`config.mk`:
```
export PLATFORM = sky130hd
export DESIGN_NAME = irq_ctrl_8_flat
export DESIGN_NICKNAME = d
export VERILOG_FILES = /design/src/rtl/irq_ctrl_8_pkg.sv /design/src/rtl/irq_ctrl_8_if.sv /design/src/rtl/p_enc_8x3.sv /design/src/rtl/irq_ctrl_8.sv /design/src/flat_wrapper.sv
export SDC_FILE = /design/constraint.sdc
export NUM_CORES = 1
export LEC_CHECK = 0
export BUFFER_PORTS_ARGS = -buffer_cell sky130_fd_sc_hd__buf_4
export CORE_ASPECT_RATIO = 0.6
export CORE_MARGIN = 2
export CORE_UTILIZATION = 55
export DETAILED_ROUTE_END_ITERATION = 6
export PLACE_DENSITY_LB_ADDON = 0.08
export SLEW_MARGIN = 20
export SYNTH_ARGS = -nofsm -noshare
export SYNTH_HDL_FRONTEND = slang
export SYNTH_SLANG_ARGS = --single-unit
```
`constraint.sdc`:
```
create_clock -name clk -period 3.1 [get_ports clk]
set_input_delay 0.62 -clock clk [delete_from_list [all_inputs] [get_ports clk]]
set_output_delay 0.62 -clock clk [all_outputs]
set_load 0.05 [all_outputs]
```
`src/rtl/irq_ctrl_8_pkg.sv`:
```
`default_nettype none
// ============================================================================
// Module      : irq_ctrl_8_pkg
// Description : Shared constants, FSM encoding and helpers for irq_ctrl_8
// Revision    : 1.0 - initial release
// ============================================================================
package irq_ctrl_8_pkg;

   localparam int NUM_CH = 8;   // interrupt channels
   localparam int VEC_W  = 3;   // encoded vector width

   // Handshake FSM encoding
   typedef enum logic [0:0] {
      IDLE = 1'b0,
      REQ  = 1'b1
   } state_t;

   // Expand a channel index into a one-hot channel vector
   function automatic logic [NUM_CH-1:0] vec_onehot(input logic [VEC_W-1:0] vec);
      vec_onehot      = '0;
      vec_onehot[vec] = 1'b1;
   endfunction

endpackage
`default_nettype wire

```
`src/rtl/irq_ctrl_8_if.sv`:
```
`default_nettype none
// ============================================================================
// Module      : irq_ctrl_8_if
// Description : Request lines, mask access and vector handshake bundle
// Revision    : 1.0 - initial release
// ============================================================================
interface irq_ctrl_8_if;
   import irq_ctrl_8_pkg::*;

   logic [NUM_CH-1:0] irq;
   logic              mask_we;
   logic [NUM_CH-1:0] mask_in;
   logic              int_ack;
   logic              int_req;
   logic [VEC_W-1:0]  int_vec;
   logic [NUM_CH-1:0] pending;
   logic [NUM_CH-1:0] mask;

   // Request sources, mask writer and vector consumer
   modport master (
      output irq, mask_we, mask_in, int_ack,
      input  int_req, int_vec, pending, mask
   );

   // Interrupt controller
   modport slave (
      input  irq, mask_we, mask_in, int_ack,
      output int_req, int_vec, pending, mask
   );

endinterface
`default_nettype wire

```
`src/rtl/p_enc_8x3.sv`:
```
`default_nettype none
// ============================================================================
// Module      : p_enc_8x3
// Description : 8-to-3 priority encoder, bit 7 highest priority
// Revision    : 1.0 - initial release
// ============================================================================
module p_enc_8x3 (
   input  logic [7:0] d,
   output logic [2:0] q,
   output logic       v
);

   // Ascending scan so the highest set bit is the last one to win
   always_comb begin
      q = 3'd0;
      v = |d;
      for (int i = 0; i < 8; i++) begin
         if (d[i]) q = 3'(i);
      end
   end

endmodule
`default_nettype wire

```
`src/rtl/irq_ctrl_8.sv`:
```
`default_nettype none
// ============================================================================
// Module      : irq_ctrl_8
// Description : Eight-channel interrupt front-end: sync, edge detect,
//               pending/mask state and registered req/ack vector handshake
// Revision    : 1.0 - initial release
// ============================================================================
module irq_ctrl_8
   import irq_ctrl_8_pkg::*;
(
   input  logic          clk,
   input  logic          rst_n,
   irq_ctrl_8_if.slave   bus
);

   logic [NUM_CH-1:0] r_s1;
   logic [NUM_CH-1:0] r_s2;
   logic [NUM_CH-1:0] r_s3;
   logic [NUM_CH-1:0] r_pending;
   logic [NUM_CH-1:0] r_mask;
   state_t            r_state;
   logic              r_int_req;
   logic [VEC_W-1:0]  r_int_vec;

   logic [NUM_CH-1:0] w_edge;
   logic [NUM_CH-1:0] w_clr;
   logic [NUM_CH-1:0] w_enc_d;
   logic [VEC_W-1:0]  w_enc_q;
   logic              w_enc_v;

   // Rising edge on the synchronised line; s3 holds the previous s2 value
   assign w_edge = r_s2 & ~r_s3;

   // Only an acknowledge of the committed vector clears its pending bit
   assign w_clr = (r_state == REQ && bus.int_ack) ? vec_onehot(r_int_vec) : '0;

   // Masked channels stay pending but are hidden from the encoder
   assign w_enc_d = r_pending & ~r_mask;

   p_enc_8x3 u_enc (
      .d (w_enc_d),
      .q (w_enc_q),
      .v (w_enc_v)
   );

   // Two-flop synchroniser plus history flop for edge detection
   always_ff @(posedge clk or negedge rst_n) begin
      if (!rst_n) begin
         r_s1 <= '0;
         r_s2 <= '0;
         r_s3 <= '0;
      end else begin
         r_s1 <= bus.irq;
         r_s2 <= r_s1;
         r_s3 <= r_s2;
      end
   end

   // Pending register: a new edge outranks a same-cycle clear
   always_ff @(posedge clk or negedge rst_n) begin
      if (!rst_n) r_pending <= '0;
      else        r_pending <= (r_pending & ~w_clr) | w_edge;
   end

   // Mask register, written by strobe
   always_ff @(posedge clk or negedge rst_n) begin
      if (!rst_n)           r_mask <= '0;
      else if (bus.mask_we) r_mask <= bus.mask_in;
   end

   // Handshake FSM: commit a vector in IDLE, hold it in REQ until acknowledged
   always_ff @(posedge clk or negedge rst_n) begin
      if (!rst_n) begin
         r_state   <= IDLE;
         r_int_req <= 1'b0;
         r_int_vec <= '0;
      end else begin
         case (r_state)
            IDLE: begin
               if (w_enc_v) begin
                  r_int_vec <= w_enc_q;
                  r_int_req <= 1'b1;
                  r_state   <= REQ;
               end
            end
            REQ: begin
               if (bus.int_ack) begin
                  r_int_req <= 1'b0;
                  r_state   <= IDLE;
               end
            end
            default: begin
               r_int_req <= 1'b0;
               r_state   <= IDLE;
            end
         endcase
      end
   end

   assign bus.int_req = r_int_req;
   assign bus.int_vec = r_int_vec;
   assign bus.pending = r_pending;
   assign bus.mask    = r_mask;

endmodule
`default_nettype wire

```
`src/flat_wrapper.sv`:
```
// flat-port wrapper written by rule: the top's interface ports become plain ports
module irq_ctrl_8_flat import irq_ctrl_8_pkg::*;
  (clk, rst_n, bus_irq, bus_mask_we, bus_mask_in, bus_int_ack, bus_int_req, bus_int_vec, bus_pending, bus_mask);
  irq_ctrl_8_if bus_i ();
  input  logic clk;
  input  logic rst_n;
  input wire logic [$bits(bus_i.irq)-1:0] bus_irq;
  input wire logic [$bits(bus_i.mask_we)-1:0] bus_mask_we;
  input wire logic [$bits(bus_i.mask_in)-1:0] bus_mask_in;
  input wire logic [$bits(bus_i.int_ack)-1:0] bus_int_ack;
  output wire logic [$bits(bus_i.int_req)-1:0] bus_int_req;
  output wire logic [$bits(bus_i.int_vec)-1:0] bus_int_vec;
  output wire logic [$bits(bus_i.pending)-1:0] bus_pending;
  output wire logic [$bits(bus_i.mask)-1:0] bus_mask;
  assign bus_i.irq = bus_irq;
  assign bus_i.mask_we = bus_mask_we;
  assign bus_i.mask_in = bus_mask_in;
  assign bus_i.int_ack = bus_int_ack;
  assign bus_int_req = bus_i.int_req;
  assign bus_int_vec = bus_i.int_vec;
  assign bus_pending = bus_i.pending;
  assign bus_mask = bus_i.mask;
  irq_ctrl_8 u_core (.clk(clk), .rst_n(rst_n), .bus(bus_i));
endmodule
```
Word-level counts from Yosys, hierarchy flattened. Index checks and enable logic that the tools add are counted.

Magnitude comparators: 2. Equal/unequal tests: 2. Mux-type cells: 16. Bitwise operators: 8. Reductions and logical operators: 5.

Operators by type and width (count): $and A8 B8 Y8 (3); $not A8 Y8 (3); $mux W3 (6); $mux W8 (1); $or A8 B8 Y8 (1); $reduce_or A8 Y1 (1); $mux W1 (6); $lt A3 B4 Y1 const B (1); $ne A2 B2 Y1 const B (2); $pmux W1 S2 (2); $reduce_and A2 Y1 (2); $demux W1 S3 (1); $ge A3 B1 Y1 const B (1); $logic_and A1 B1 Y1 (2); $not A1 Y1 (1).

Register bits after elaboration: 45. Output and inout port bits: 20. Word-level logic and storage cells: 41.

Logic depth before layout (Yosys ltp).
Word-level depth: 9. Gate-level depth with buffers: 4. Gate-level depth less buffers: 4.

Modules after synthesis. Synthesis repeated with hierarchy kept, for this count alone.

Cell total of the unflattened synthesis: 111. Area, all modules: 1547.7 sq um.

By module, submodules not included: irq_ctrl_8 (times used 1, cells an instance 99, area an instance 1481.4 sq um, seq. area each 1126.1 sq um); p_enc_8x3 (times used 1, cells an instance 12, area an instance 66.3 sq um, seq. area each 0.0 sq um).

Worst setup path before layout. OpenSTA, ideal clock, no wires.

Path type: flip-flop to flip-flop. From: register u_core.r_pending[3], in the netlist u_core.bus.pending[3]. To: register u_core.r_int_vec[1], in the netlist u_core.bus.int_vec[1]. Arrival: 1.595 ns. Data required time: 2.975 ns. Slack: 1.380 ns. Stages on the path, launching flop included: 5. Period minus slack after synthesis: 1.720 ns. Path through: dfrtp_1 > nor2b_1 > a2111oi_4 > a21oi_2 > mux2_4.

Cells in the longest elaborated chain, start to end: 6.

Ends and longest elaborated chain: start: declaration (line irq_ctrl_8.sv:19) `logic [NUM_CH-1:0] r_pending;`; start signal: assignment (line irq_ctrl_8.sv:62) `else r_pending <= (r_pending & ~w_clr) | w_edge;`; $and A8 B8 Y8 * (line irq_ctrl_8.sv:38) `assign w_enc_d = r_pending & ~r_mask;`; $mux W3 (5 in a row) (line p_enc_8x3.sv:18) `if (d[i]) q = 3'(i);`; end signal: assignment (line irq_ctrl_8.sv:81) `r_int_vec <= w_enc_q;`; end: declaration (line irq_ctrl_8.sv:23) `logic [VEC_W-1:0] r_int_vec;`.

Every way passes the cells marked *; elsewhere a longest branch is shown, timed or not. A chain may end at the register's enable or synchronous reset.

Worst setup path after layout.
From: register u_core.r_int_vec[2], in the netlist u_core.bus.int_vec[2]. To: output bus_int_vec[2].

RTL lines: end: declaration (line flat_wrapper.sv:12) `output wire logic [$bits(bus_i.int_vec)-1:0] bus_int_vec;`.

No word-level cell between the ends.

==> metrics.md <==
| Metric | Value |
|---|---|
| Pre-antenna DRT Iters | 4 |
| Critical Path RT | 2.48 ns |
| Crit path max-delay cell type | dfrtp_1 |
| Crit path largest cell delay | 0.47 ns |
| Critical path buffers and inverters | 1 |
| Number of remaining DRC errors | 0 |
| Setup violations, final | 0 |
| Die area | 3313 um^2 |
| Final worst path period share | 52.44% |
| Seq cells post-synth | 45 |
| Worst-path cell chain | buf_4 |
| CTS sink count | 45 |
| Skew final | 0.003307 ns |
| DP Worst Slack | 1.622 ns |
| Outcome | complete, no violations |
| Post_cts resized | 0 |
| Max-Cap Viols | 0 |
| Fmax | 0.6152 GHz |
| Clock Latency Late Sink | 0.29 ns |
| CP arrival | 1.01 ns |
| Vias in the first global route | 952 |
| Slew Limit Fails | 0 |
| Synth-to-Final Area Change | 28.37% |
| Post-DP HPWL | 1.999 mm |
| First-pass GRT wire length | 4.416 mm |
| PwrDens | 900.2 nW/um^2 |
| Final hold violations | 0 |
| Unrepaired setup endpoints after global routing | no |
| Worst reg2reg path depth | 4 |
| Die width | 72.98 um |
| Critical R2R Launch | u_core.bus.pending[2] |
| Post-Place Cells | 180 |
| H-Tree Depth | 2 |
| Largest net degree at the start of global routing | 46 |
| Crit. path cell count | 1 |
| Non-Filler Instances | 188 |
| Overflow after GRT | 0 |
| N_diodes | 0 |
| Layout cell share with drive strength beyond 1 | 37.82% |
| Mapped Nets | 130 |
| CTS Buf Count | 5 |
| Syn Area/Cell | 14.28 um^2 |
| Wirelength, routed | 2.706 mm |
| Final worst setup slack | 1.474 ns |
| CTS root buffer | clkbuf_8 |
| Number of port buffers | 39 |
| NumNets Final | 175 |
| Num rows | 14 |
| CP endpoint kind | primary output |
| Reg2reg setup slack | 1.61 ns |
| Setup crit start kind | flip-flop |
| Die Span Y | 45.39 um |
| Post-synthesis cell area | 1570 um^2 |
| Ys Warns | 0 |
| Starting Density | 60.16% |
| Core area | 2610 um^2 |
| GP Congestion | 0.7070 |
| DRT antenna net count | 0 |
| Fin crit period | 1.626 ns |
| VDD IR max | 0.8328 mV |
| Ports | 40 |
| Sequential share of the synthesized area | 71.71% |
| Setup bufs post-CTS | 0 |
| Netlist cell types | 21 |
| CTS tree | built |
| Post-Syn Instances | 110 |
| WL/cell | 14.39 um |
| R2r endpoint | u_core.bus.int_vec[0] |
| Slew margin rel. | 63.96% |
| Worst-margin pin slew | 0.5405 ns |
| GRT Overall Usage | 19.19% |
| Leakage | 0.0009311 uW |
| Worst min path class | in2async |
| Clock-pin slew of the registers on the worst-case setup and hold paths | 0.08 ns |
| Routed via count | 966 |
| Clock buffer depth | 2 |
| Cts hold-fix bufs | 0 |
| Vias per cell | 5.138 |
| Worst Setup SP | u_core.bus.int_vec[2] |
| Crit path capture | bus_int_vec[2] |
| Setup CP Type | reg2out |
| Antenna violations before repair | 0 |
| Total negative slack | 0 ns |
| DRC marker count from the first detailed-route iteration | 51 |
| Max FO, Critical Path | 7 |
| Family with the most delay on the worst path | flip-flops |
==> per-layer routing <==
| layer | share of wire, % | GRT usage [%] |
|---|---|---|
| met4 | 1.2 | 6.667 |
| met3 | 7.1 | 7.522 |
| met2 | 46 | 29.91 |
| met5 | 0 | 0 |
| met1 | 46 | 25.11 |
==> cell families after synthesis <==
group / Yosys count / synth area share (%)
flops: 45 / 71.71
mux: 9 / 6.933
buf+inv: 11 / 2.630
simple gates: 18 / 7.410
compound gates: 27 / 11.32
==> Yosys cell counts <==
library cell	instances	area, um^2
dfrtp_1	45	1126
a2111oi_4	1	27.53
clkbuf_1	1	3.750
nand3_1	1	5.000
nor2b_1	6	37.54
nor2b_4	1	13.76
a21oi_1	2	10.01
o21ai_0	15	75.07
o21ai_1	2	10.01
nand3b_1	1	7.510
a21o_1	1	7.510
o31ai_1	4	30.03
mux2_2	7	78.83
nor2_1	2	7.510
nand2_1	2	7.510
nor4_2	1	12.51
inv_1	10	37.54
a2bb2oi_1	1	8.760
a21oi_2	1	8.760
mux2_4	2	30.03
nand2b_1	4	25.02
==> sequential cells by signal, indices dropped and copies added (netlist names) <==
signal	count
u_core.r_s2	8
u_core.r_state	1
u_core.bus.mask	8
u_core.bus.int_vec	3
u_core.r_s3	8
u_core.bus.int_req	1
u_core.bus.pending	8
u_core.r_s1	8
==> how the worst min path moves through the flow <==
| stage | start | endpoint | slack (ns) | cells after the start |
|---|---|---|---|---|
| after global routing | rst_n | u_core.r_s2[6] | 0.36 | 1 |
| final | rst_n | u_core.r_s1[6] | 0.31 | 1 |
| after global placement | u_core.r_s1[1] | u_core.r_s2[1] | 0.33 | 0 |
| after detailed placement | u_core.r_s1[0] | u_core.r_s2[0] | 0.33 | 0 |
| after CTS | rst_n | u_core.bus.int_req | 0.33 | 1 |
| after floorplan | rst_n | u_core.bus.int_req | 0.32 | 0 |
==> worst reg2reg max path, delay by kind of cell, from the launching register on <==
| kind | cells | cell delay [ns] |
|---|---|---|
| AO/OA/AOI/OAI | 2 | 0.50 |
| AND/OR/NAND/NOR | 1 | 0.15 |
| multiplexers | 1 | 0.31 |
| flip-flops | 1 | 0.42 |
==> layout make-up <==
class                           count  area [um^2]
Clock buffer                        7        86.33
Clock inverter                      1        30.03
Fill cell                         171        594.3
Inverter                           10        37.54
Multi-Input combinational cell     54        402.9
Sequential cell                    45         1126
Tap cell                           32        40.04
Timing Repair Buffer               39        292.8
==> power breakdown <==
group          switching (uW)  internal (uW)
Clock                     179            263
Sequential               88.2            678
Combinational             391            215
==> cells in the final DEF, fill, tap and decap left out <==
master / instances
buf_4: 39
nor2b_4: 1
nand3_1: 1
mux2_4: 2
a21o_1: 1
a2111oi_4: 1
a2bb2oi_1: 1
mux2_2: 7
o31ai_1: 4
nand2_1: 2
o21ai_0: 15
bufinv_16: 1
o21ai_1: 2
inv_1: 10
nor2_1: 2
clkbuf_1: 1
nor4_2: 1
dfrtp_1: 45
a21oi_2: 1
nand3b_1: 1
clkbuf_8: 6
a21oi_1: 2
nand2b_1: 4
nor2b_1: 6
==> metrics by stage <==
stage	power [uW]	util, %	area (um^2)	hold slack, ns
6_report	1815	77.23	2016	0.3143
5_1_grt	1897	77.23	2016	0.3586
4_1_cts	1827	77.23	2016	0.3269
3_5_place_dp	1388	72.77	1899	0.3347
3_3_place_gp	1378	72.77	1899	0.3317
2_1_floorplan	1187	-	1570	0.3244
Note: power is estimated with default switching activity, not from simulation.
